**config.mk**
```make
export PLATFORM = sky130hd
export DESIGN_NAME = ps2_host_tx
export DESIGN_NICKNAME = d
export VERILOG_FILES = /design/src/rtl/ps2_host_tx.sv
export SDC_FILE = /design/constraint.sdc
export NUM_CORES = 1
export LEC_CHECK = 0
export ABC_AREA = 1
export CORE_UTILIZATION = 65
export DETAILED_ROUTE_END_ITERATION = 8
export DONT_BUFFER_PORTS = 1
export PLACE_DENSITY = 0.81
export SLEW_MARGIN = 20
export SYNTH_ARGS = -nofsm -noshare
export SYNTH_HDL_FRONTEND = slang
export SYNTH_SLANG_ARGS = --single-unit
```
**constraint.sdc**
```tcl
create_clock -name clk -period 4.7 [get_ports clk]
set_input_delay 0.235 -clock clk [delete_from_list [all_inputs] [get_ports clk]]
set_output_delay 0.235 -clock clk [all_outputs]
set_load 0.01 [all_outputs]
```
**src/rtl/ps2_host_tx.sv**
```systemverilog
// Host-to-device PS/2 transmitter.
// Sends one command byte to the device: it inhibits the bus, signals
// request-to-send, shifts the frame out on clocks generated by the device,
// then checks the device acknowledge. busy lets the top level gate the PS/2
// receiver that shares the same lines.
module ps2_host_tx #(
    parameter int INHIBIT_CYCLES = 5000,
    parameter int RTS_CYCLES     = 50,
    parameter int TIMEOUT_CYCLES = 1000000
) (
    input  logic       clk,
    input  logic       rst_l,
    input  logic       ps2_clk,
    input  logic       ps2_data,
    output logic       ps2_clk_oe,
    output logic       ps2_data_oe,
    input  logic       tx_valid,
    input  logic [7:0] tx_data,
    output logic       tx_ready,
    output logic       tx_done,
    output logic       tx_err,
    output logic       busy
);

    // One shared counter times inhibit, request-to-send and the frame
    // timeout, so it is sized for the largest of the three.
    localparam int MAX_A  = (INHIBIT_CYCLES > RTS_CYCLES) ? INHIBIT_CYCLES : RTS_CYCLES;
    localparam int MAX_B  = (MAX_A > TIMEOUT_CYCLES) ? MAX_A : TIMEOUT_CYCLES;
    localparam int CNT_W  = $clog2(MAX_B + 1);

    localparam logic [CNT_W-1:0] INHIBIT_LAST = CNT_W'(INHIBIT_CYCLES - 1);
    localparam logic [CNT_W-1:0] RTS_LAST     = CNT_W'(RTS_CYCLES - 1);
    localparam logic [CNT_W-1:0] TIMEOUT_LAST = CNT_W'(TIMEOUT_CYCLES - 1);
    localparam logic [3:0]       STOP_IDX     = 4'd9;

    typedef enum logic [2:0] {
        ST_IDLE      = 3'd0,
        ST_INHIBIT   = 3'd1,
        ST_RTS       = 3'd2,
        ST_SEND      = 3'd3,
        ST_ACK       = 3'd4,
        ST_WAIT_IDLE = 3'd5
    } state_t;

    // Odd parity: the parity bit makes the total count of ones odd.
    function automatic logic odd_parity(input logic [7:0] d);
        return ~^d;
    endfunction

    state_t           r_state;
    state_t           w_state_nxt;
    logic [CNT_W-1:0] r_cnt;
    logic [CNT_W-1:0] w_cnt_nxt;
    logic [3:0]       r_idx;
    logic [3:0]       w_idx_nxt;
    logic [7:0]       r_byte;
    logic [7:0]       w_byte_nxt;
    logic             r_par;
    logic             w_par_nxt;
    logic             r_clk_oe;
    logic             w_clk_oe_nxt;
    logic             r_data_oe;
    logic             w_data_oe_nxt;
    logic             r_done;
    logic             w_done_nxt;
    logic             r_err;
    logic             w_err_nxt;
    logic             r_busy;
    logic             w_busy_nxt;

    logic             r_clk_meta;
    logic             r_clk_sync;
    logic             r_clk_dly;
    logic             r_data_meta;
    logic             r_data_sync;

    logic             w_neg_edge;
    logic             w_accept;
    logic [9:0]       w_frame;

    // Two-flop synchronizers for the asynchronous bus lines, plus a delayed
    // copy of the synced clock for falling-edge detection.
    always_ff @(posedge clk or negedge rst_l) begin
        if (!rst_l) begin
            r_clk_meta  <= 1'b0;
            r_clk_sync  <= 1'b0;
            r_clk_dly   <= 1'b0;
            r_data_meta <= 1'b0;
            r_data_sync <= 1'b0;
        end else begin
            r_clk_meta  <= ps2_clk;
            r_clk_sync  <= r_clk_meta;
            r_clk_dly   <= r_clk_sync;
            r_data_meta <= ps2_data;
            r_data_sync <= r_data_meta;
        end
    end

    // The synced lines reset low, so tx_ready stays low after reset until
    // both lines have actually been seen high.
    assign w_neg_edge = r_clk_dly & ~r_clk_sync;
    assign tx_ready   = (r_state == ST_IDLE) & r_clk_sync & r_data_sync;
    assign w_accept   = tx_valid & tx_ready;
    // Frame bits 0-7 data LSB first, 8 parity, 9 stop (always 1).
    assign w_frame    = {1'b1, r_par, r_byte};

    // State, counter and registered-output update; reset releases the lines
    // asynchronously.
    always_ff @(posedge clk or negedge rst_l) begin
        if (!rst_l) begin
            r_state   <= ST_IDLE;
            r_cnt     <= '0;
            r_idx     <= 4'd0;
            r_byte    <= 8'h00;
            r_par     <= 1'b0;
            r_clk_oe  <= 1'b0;
            r_data_oe <= 1'b0;
            r_done    <= 1'b0;
            r_err     <= 1'b0;
            r_busy    <= 1'b0;
        end else begin
            r_state   <= w_state_nxt;
            r_cnt     <= w_cnt_nxt;
            r_idx     <= w_idx_nxt;
            r_byte    <= w_byte_nxt;
            r_par     <= w_par_nxt;
            r_clk_oe  <= w_clk_oe_nxt;
            r_data_oe <= w_data_oe_nxt;
            r_done    <= w_done_nxt;
            r_err     <= w_err_nxt;
            r_busy    <= w_busy_nxt;
        end
    end

    // Next-state and next-output decode for the transmit sequence.
    always_comb begin
        w_state_nxt   = r_state;
        w_cnt_nxt     = r_cnt;
        w_idx_nxt     = r_idx;
        w_byte_nxt    = r_byte;
        w_par_nxt     = r_par;
        w_clk_oe_nxt  = 1'b0;
        w_data_oe_nxt = r_data_oe;
        w_done_nxt    = 1'b0;
        w_err_nxt     = 1'b0;

        case (r_state)
            ST_IDLE: begin
                w_data_oe_nxt = 1'b0;
                w_cnt_nxt     = '0;
                w_idx_nxt     = 4'd0;
                if (w_accept) begin
                    w_byte_nxt   = tx_data;
                    w_par_nxt    = odd_parity(tx_data);
                    w_clk_oe_nxt = 1'b1;
                    w_state_nxt  = ST_INHIBIT;
                end else begin
                    w_state_nxt  = ST_IDLE;
                end
            end

            ST_INHIBIT: begin
                w_clk_oe_nxt  = 1'b1;
                w_data_oe_nxt = 1'b0;
                if (r_cnt == INHIBIT_LAST) begin
                    // Start bit: pull data low while the clock is still held.
                    w_cnt_nxt     = '0;
                    w_data_oe_nxt = 1'b1;
                    w_state_nxt   = ST_RTS;
                end else begin
                    w_cnt_nxt     = r_cnt + CNT_W'(1);
                end
            end

            ST_RTS: begin
                w_clk_oe_nxt  = 1'b1;
                w_data_oe_nxt = 1'b1;
                if (r_cnt == RTS_LAST) begin
                    // Release the clock; from here the counter is the timeout.
                    w_clk_oe_nxt = 1'b0;
                    w_cnt_nxt    = '0;
                    w_idx_nxt    = 4'd0;
                    w_state_nxt  = ST_SEND;
                end else begin
                    w_cnt_nxt    = r_cnt + CNT_W'(1);
                end
            end

            ST_SEND: begin
                if (r_cnt == TIMEOUT_LAST) begin
                    w_data_oe_nxt = 1'b0;
                    w_err_nxt     = 1'b1;
                    w_cnt_nxt     = '0;
                    w_state_nxt   = ST_IDLE;
                end else begin
                    w_cnt_nxt = r_cnt + CNT_W'(1);
                    if (w_neg_edge) begin
                        w_data_oe_nxt = ~w_frame[r_idx];
                        if (r_idx == STOP_IDX) begin
                            w_idx_nxt   = 4'd0;
                            w_state_nxt = ST_ACK;
                        end else begin
                            w_idx_nxt   = r_idx + 4'd1;
                        end
                    end else begin
                        w_idx_nxt = r_idx;
                    end
                end
            end

            ST_ACK: begin
                w_data_oe_nxt = 1'b0;
                if (r_cnt == TIMEOUT_LAST) begin
                    w_err_nxt   = 1'b1;
                    w_cnt_nxt   = '0;
                    w_state_nxt = ST_IDLE;
                end else begin
                    w_cnt_nxt = r_cnt + CNT_W'(1);
                    if (w_neg_edge) begin
                        if (r_data_sync) begin
                            // Device left data high: NACK.
                            w_err_nxt   = 1'b1;
                            w_state_nxt = ST_IDLE;
                        end else begin
                            w_state_nxt = ST_WAIT_IDLE;
                        end
                    end else begin
                        w_state_nxt = ST_ACK;
                    end
                end
            end

            ST_WAIT_IDLE: begin
                w_data_oe_nxt = 1'b0;
                if (r_cnt == TIMEOUT_LAST) begin
                    w_err_nxt   = 1'b1;
                    w_cnt_nxt   = '0;
                    w_state_nxt = ST_IDLE;
                end else begin
                    w_cnt_nxt = r_cnt + CNT_W'(1);
                    if (r_clk_sync && r_data_sync) begin
                        w_done_nxt  = 1'b1;
                        w_state_nxt = ST_IDLE;
                    end else begin
                        w_state_nxt = ST_WAIT_IDLE;
                    end
                end
            end

            default: begin
                w_data_oe_nxt = 1'b0;
                w_cnt_nxt     = '0;
                w_idx_nxt     = 4'd0;
                w_state_nxt   = ST_IDLE;
            end
        endcase

        w_busy_nxt = (w_state_nxt != ST_IDLE);
    end

    assign ps2_clk_oe  = r_clk_oe;
    assign ps2_data_oe = r_data_oe;
    assign tx_done     = r_done;
    assign tx_err      = r_err;
    assign busy        = r_busy;

endmodule
```
---- Yosys cells after proc, flatten, opt, wreduce, memory -nomap -nowiden ----
Index checks and enable logic that the tools add are counted.
cells by class
  $add $sub $neg .......................... 2
  $lt $le $gt $ge ......................... 1
  eq/ne operators ......................... 13
  mux-type cells .......................... 38
  bitwise gates (word level) .............. 7
  reductions and logical operators ........ 9
operators by type and width
  operator                                               number
  two-way mux 20 bit                                     3
  case mux 20 bit (3 select lines)                       1
  two-way mux 3 bit                                      10
  adder 20 x 1 -> 20 bit, second input constant          1
  equality test 20 x 13 -> 1 bit, second input constant  1
  equality test 20 bit, second input constant            1
  equality test 20 x 6 -> 1 bit, second input constant   1
  case mux 3 bit (6 select lines)                        1
  two-way mux 4 bit                                      4
  two-way mux 1 bit                                      14
  case mux 4 bit (3 select lines)                        1
  XNOR reduction 8 bit                                   1
  equality test 3 x 2 -> 1 bit, second input constant    2
  equality test 3 bit, second input constant             2
  != test 2 bit, second input constant                   3
  case mux 1 bit (3 select lines)                        2
  OR reduction 3 bit                                     2
  < comparator 4 x 5 -> 1 bit, second input constant     1
  adder 4 x 1 -> 4 bit, second input constant            1
  AND 1 bit                                              4
  binary-select mux 1 bit (select 4 bit)                 1
  equality test 4 bit, second input constant             1
  AND reduction 4 bit                                    1
  equality test 3 x 1 -> 1 bit, second input constant    1
  8 further kinds                                        10
word-level totals
  register bits ........................... 46
  input bits .............................. 13
  output and inout bits ................... 6
  logic and storage cells ................. 85

---- Logic depth before layout (Yosys ltp) ----
  word-level depth ........................ 7
  mapped depth ............................ 11
  depth with buffers taken out ............ 11

---- Least setup slack after synthesis ----
Ideal clock, no wire load.
  kind .................................... reg2reg
  start point ............................. reg r_cnt[0]
  end point ............................... reg r_cnt[8]
  library setup time ...................... 126 ps
  data arrival time ....................... 1481 ps
  required time ........................... 4574 ps
  path slack .............................. 3093 ps
  stages on the path, launching flop included .. 10
  buffers on the path ..................... 1
  period minus slack after synthesis ...... 1607 ps
  cells stage by stage .................... dfrtp_1 > ha_1 > nand2_1 > inv_2 > nand2_1 > nor2_1 > nand3_1 > nand2_1 > buf_4 > a21oi_2
between the ends
  word-level cells in the longest chain between the ends .. 3
  elaborated cells between the ends (all ways) .. 8
  those cells by class .................... add/sub: 1; eq/ne: 3; mux: 4
ends and longest elaborated chain
  what                                            RTL line  source
  start: declaration                              52        logic [CNT_W-1:0] r_cnt;
  start signal: assignment                        123       r_cnt <= w_cnt_nxt;
  adder 20 x 1 -> 20 bit (tied with other cells)  --
  two-way mux 20 bit, on equally long branches    --
  case mux 20 bit (3 select lines) *              147       case (r_state)
  net w_cnt_nxt[8]                                53        logic [CNT_W-1:0] w_cnt_nxt;
The timed path passes the listed nets; every way through them passes the cells marked *.
A chain may end at the register's enable or synchronous reset.

---- Worst setup path after layout ----
  start point ............................. reg r_cnt[0]
  end point ............................... reg r_cnt[14]
Same word-level chain as after synthesis.

==> impl_metrics.toml <==
[critical_path]
regToRegStartpoint = "r_cnt[0]"
worstPathRequired_ns = 4.90
startpoint = "r_cnt[0]"
crit_path_end_kind = "flip-flop"
crit_type = "reg2reg"
start_kind = "flip-flop"
cp_max_fo = 16
ff2ff_setup_slack_ns = 2.46
cp.arrival_ns = 2.44

[synthesis]
synth-edff-count = 0
synth_warnings = 0
netlist_top_cells_area = "dfrtp_1, nand2_1, nor2_1"
yosys.area.top_type_share = 0.421
yosysTopAreaCell = "dfrtp_1"
seq_area_frac_synth = 0.421
syn_nets = 382
async_flop_share = 1.00
yosysMostFrequentCell = "nand2_1"
postSynthAreaPerCell_um2 = 7.49
ys_ff_latch = 46
synth_ff_type = "dfrtp_1"
syn_area_um2 = 2740
synth_cell_types = 32
ys_top_cells_by_count = "nand2_1, dfrtp_1, nor2_1"
synth_cells = 365

[placed_design]
gp_congestion = 0.891
io_buffer_count = 0
dpl.hpwl_um = 3900
placed_area_um2 = 2760
pre_cts_ws_ns = 2.48
dp_cells = 410

[route]
vias = 2285
drtIter0Drc = 117
wl_um = 5450
routedWlPerCell_um = 12.9
viasPerCell = 5.41
dr.pass1.iters = 4
drc_errors = 0
drtAntennaViolNets = 0

[final_layout]
regArea_um2 = 1150
multi_input_area_um2 = 1350
fin_util = 0.720
finalNonFillerCells = 422
fillers = 350
insertedDiodeCount = 0
drive_gt1_frac = 0.121
layout.nets = 388
syn2layout_area_growth_pct = 6.13
finalInstanceArea_um2 = 2900

[die]
pin_count = 19
start_util = 0.679
core_um2 = 4030
dieArea_um2 = 4470
num_rows = 23
die_h_um = 66.9
die_w_um = 66.9

[clock_tree]
cts_tree = "done"
cts_resized = 0
clock-sinks = 46
cts_hold_buf = 4
post_cts_buffers = 0
clk_latency_ns = 0.30
root_buffer = "clkbuf_8"
cts_buffers = 5
h-tree-depth = 2
cts_buffer_depth = 2
path_clk_slew_ns = 0.09

[sta]
fin_skew_ns = 0.00672
fin_crit_sh = 0.477
period_needed_ns = 2.24
relSlewSlack = 0.458
final_max_slew_viol_count = 0
fmax_mhz = 446
timing.final.ws_setup_ns = 2.46
final.setup.tns_ns = 0
tightest_slew_ns = 0.811
whs_ns = 0.0414
report.final.setup_viol = 0
timing.final.hold_violations = 0
rsz0062_at_grt = "false"

[pwr]
swShare = 0.227
cellLeakagePower_nw = 1.38
sequentialPowerShare = 0.601
powerDensity_nw_per_um2 = 228
power_frac_clock = 0.361
p_total_mw = 0.663
power_frac_comb = 0.038
intPower_mw = 0.512
vdd_drop_max_uv = 201
p_sw_mw = 0.151

[global_routing]
grt_pass1_wl_um = 8960
met1_usage = 0.367
gr-total-overflow = 0
grt_start_max_net_pins = 47
busiest_layer = "met2"
grt_pass1_vias = 2065
grt_antenna_before_repair = 0
global_route.usage.met3 = 0.0651
grt_usage = 0.274
met2_usage = 0.424

[hold_path]
worstHoldPathType = "in2reg"
holdCritStartpoint = "tx_data[0]"

[run_status]
outcome = "complete, no violations"

[job]
drv_cap = 0
[metal layers]
layer / share of wire / routed length, um
met1: 0.47 / 2570
met2: 0.46 / 2500
met3: 0.052 / 286
met4: 0.017 / 91
met5: 0 / 0
[logic make-up (layout without fill, tap and decap cells)]
| group | Yosys count | after routing | share of synthesized area |
|---|---|---|---|
| buf+inv | 56 | 63 | 0.0869 |
| compound gates | 31 | 31 | 0.0727 |
| flops | 46 | 46 | 0.421 |
| xor+xnor | 21 | 21 | 0.0672 |
| fa+ha+maj | 4 | 4 | 0.0183 |
| simple gates | 207 | 207 | 0.334 |
[path summary, 6_finish.rpt]
| path | endpoint | cells after the start |
|---|---|---|
| setup / recovery | r_cnt[14] | 10 |
| hold / removal | r_byte[0] | 2 |
| setup reg to reg | r_cnt[14] | 10 |
| hold reg to reg | r_clk_sync | 0 |
| max in group asynchronous | r_cnt[13] | 2 |
| min in group asynchronous | r_byte[4] | 2 |
[final cells by class]
| type | count | area share |
|---|---|---|
| Multi-Input combinational cell | 263 | 0.464 |
| Clock buffer | 5 | 0.0237 |
| Clock inverter | 3 | 0.00733 |
| Tap cell | 50 | 0.0216 |
| Sequential cell | 46 | 0.397 |
| Timing Repair Buffer | 4 | 0.0198 |
| Inverter | 51 | 0.0672 |
[worst max-delay path: stages, from the launching register on]
cell and delay [ns]:
dfrtp_1 0.49, ha_1 0.23, nand2_1 0.12, inv_2 0.07
nand2_1 0.04, nor2_1 0.11, nand3_1 0.11, nand2_1 0.62
nand2_2 0.20, nand2_1 0.10, inv_1 0.04
[cells in the final DEF (no fill, tap or decap), drive strengths merged]
| cell | n |
|---|---|
| a21boi | 1 |
| a21oi | 14 |
| a31o | 1 |
| buf | 1 |
| clkbuf | 5 |
| clkinv | 4 |
| clkinvlp | 1 |
| dfrtp | 46 |
| dlygate4sd3 | 3 |
| ha | 4 |
| inv | 49 |
| nand2 | 107 |
| nand3 | 28 |
| nand4 | 12 |
| nor2 | 52 |
| nor3 | 6 |
| nor4 | 2 |
| o21ai | 15 |
| xnor2 | 10 |
| xor2 | 11 |
[sequential cells by signal (all words and copies together) (netlist names)]
signal / flops
ps2_clk_oe: 1
busy: 1
r_par: 1
r_byte: 8
tx_done: 1
r_data_sync: 1
r_data_meta: 1
r_idx: 4
ps2_data_oe: 1
r_clk_dly: 1
r_clk_meta: 1
tx_err: 1
r_clk_sync: 1
r_cnt: 20
r_state: 3
[power groups by stage]
stage | logic (mW) | clock network (mW) | registers (mW)
3_5_place_dp | 0.0131 | 0 | 0.407
2_1_floorplan | 0.0117 | 0 | 0.406
3_3_place_gp | 0.0126 | 0 | 0.406
4_1_cts | 0.0258 | 0.246 | 0.398
6_report | 0.0251 | 0.239 | 0.398
5_1_grt | 0.0289 | 0.260 | 0.399
No activity file was read; power rests on OpenSTA's default activity.
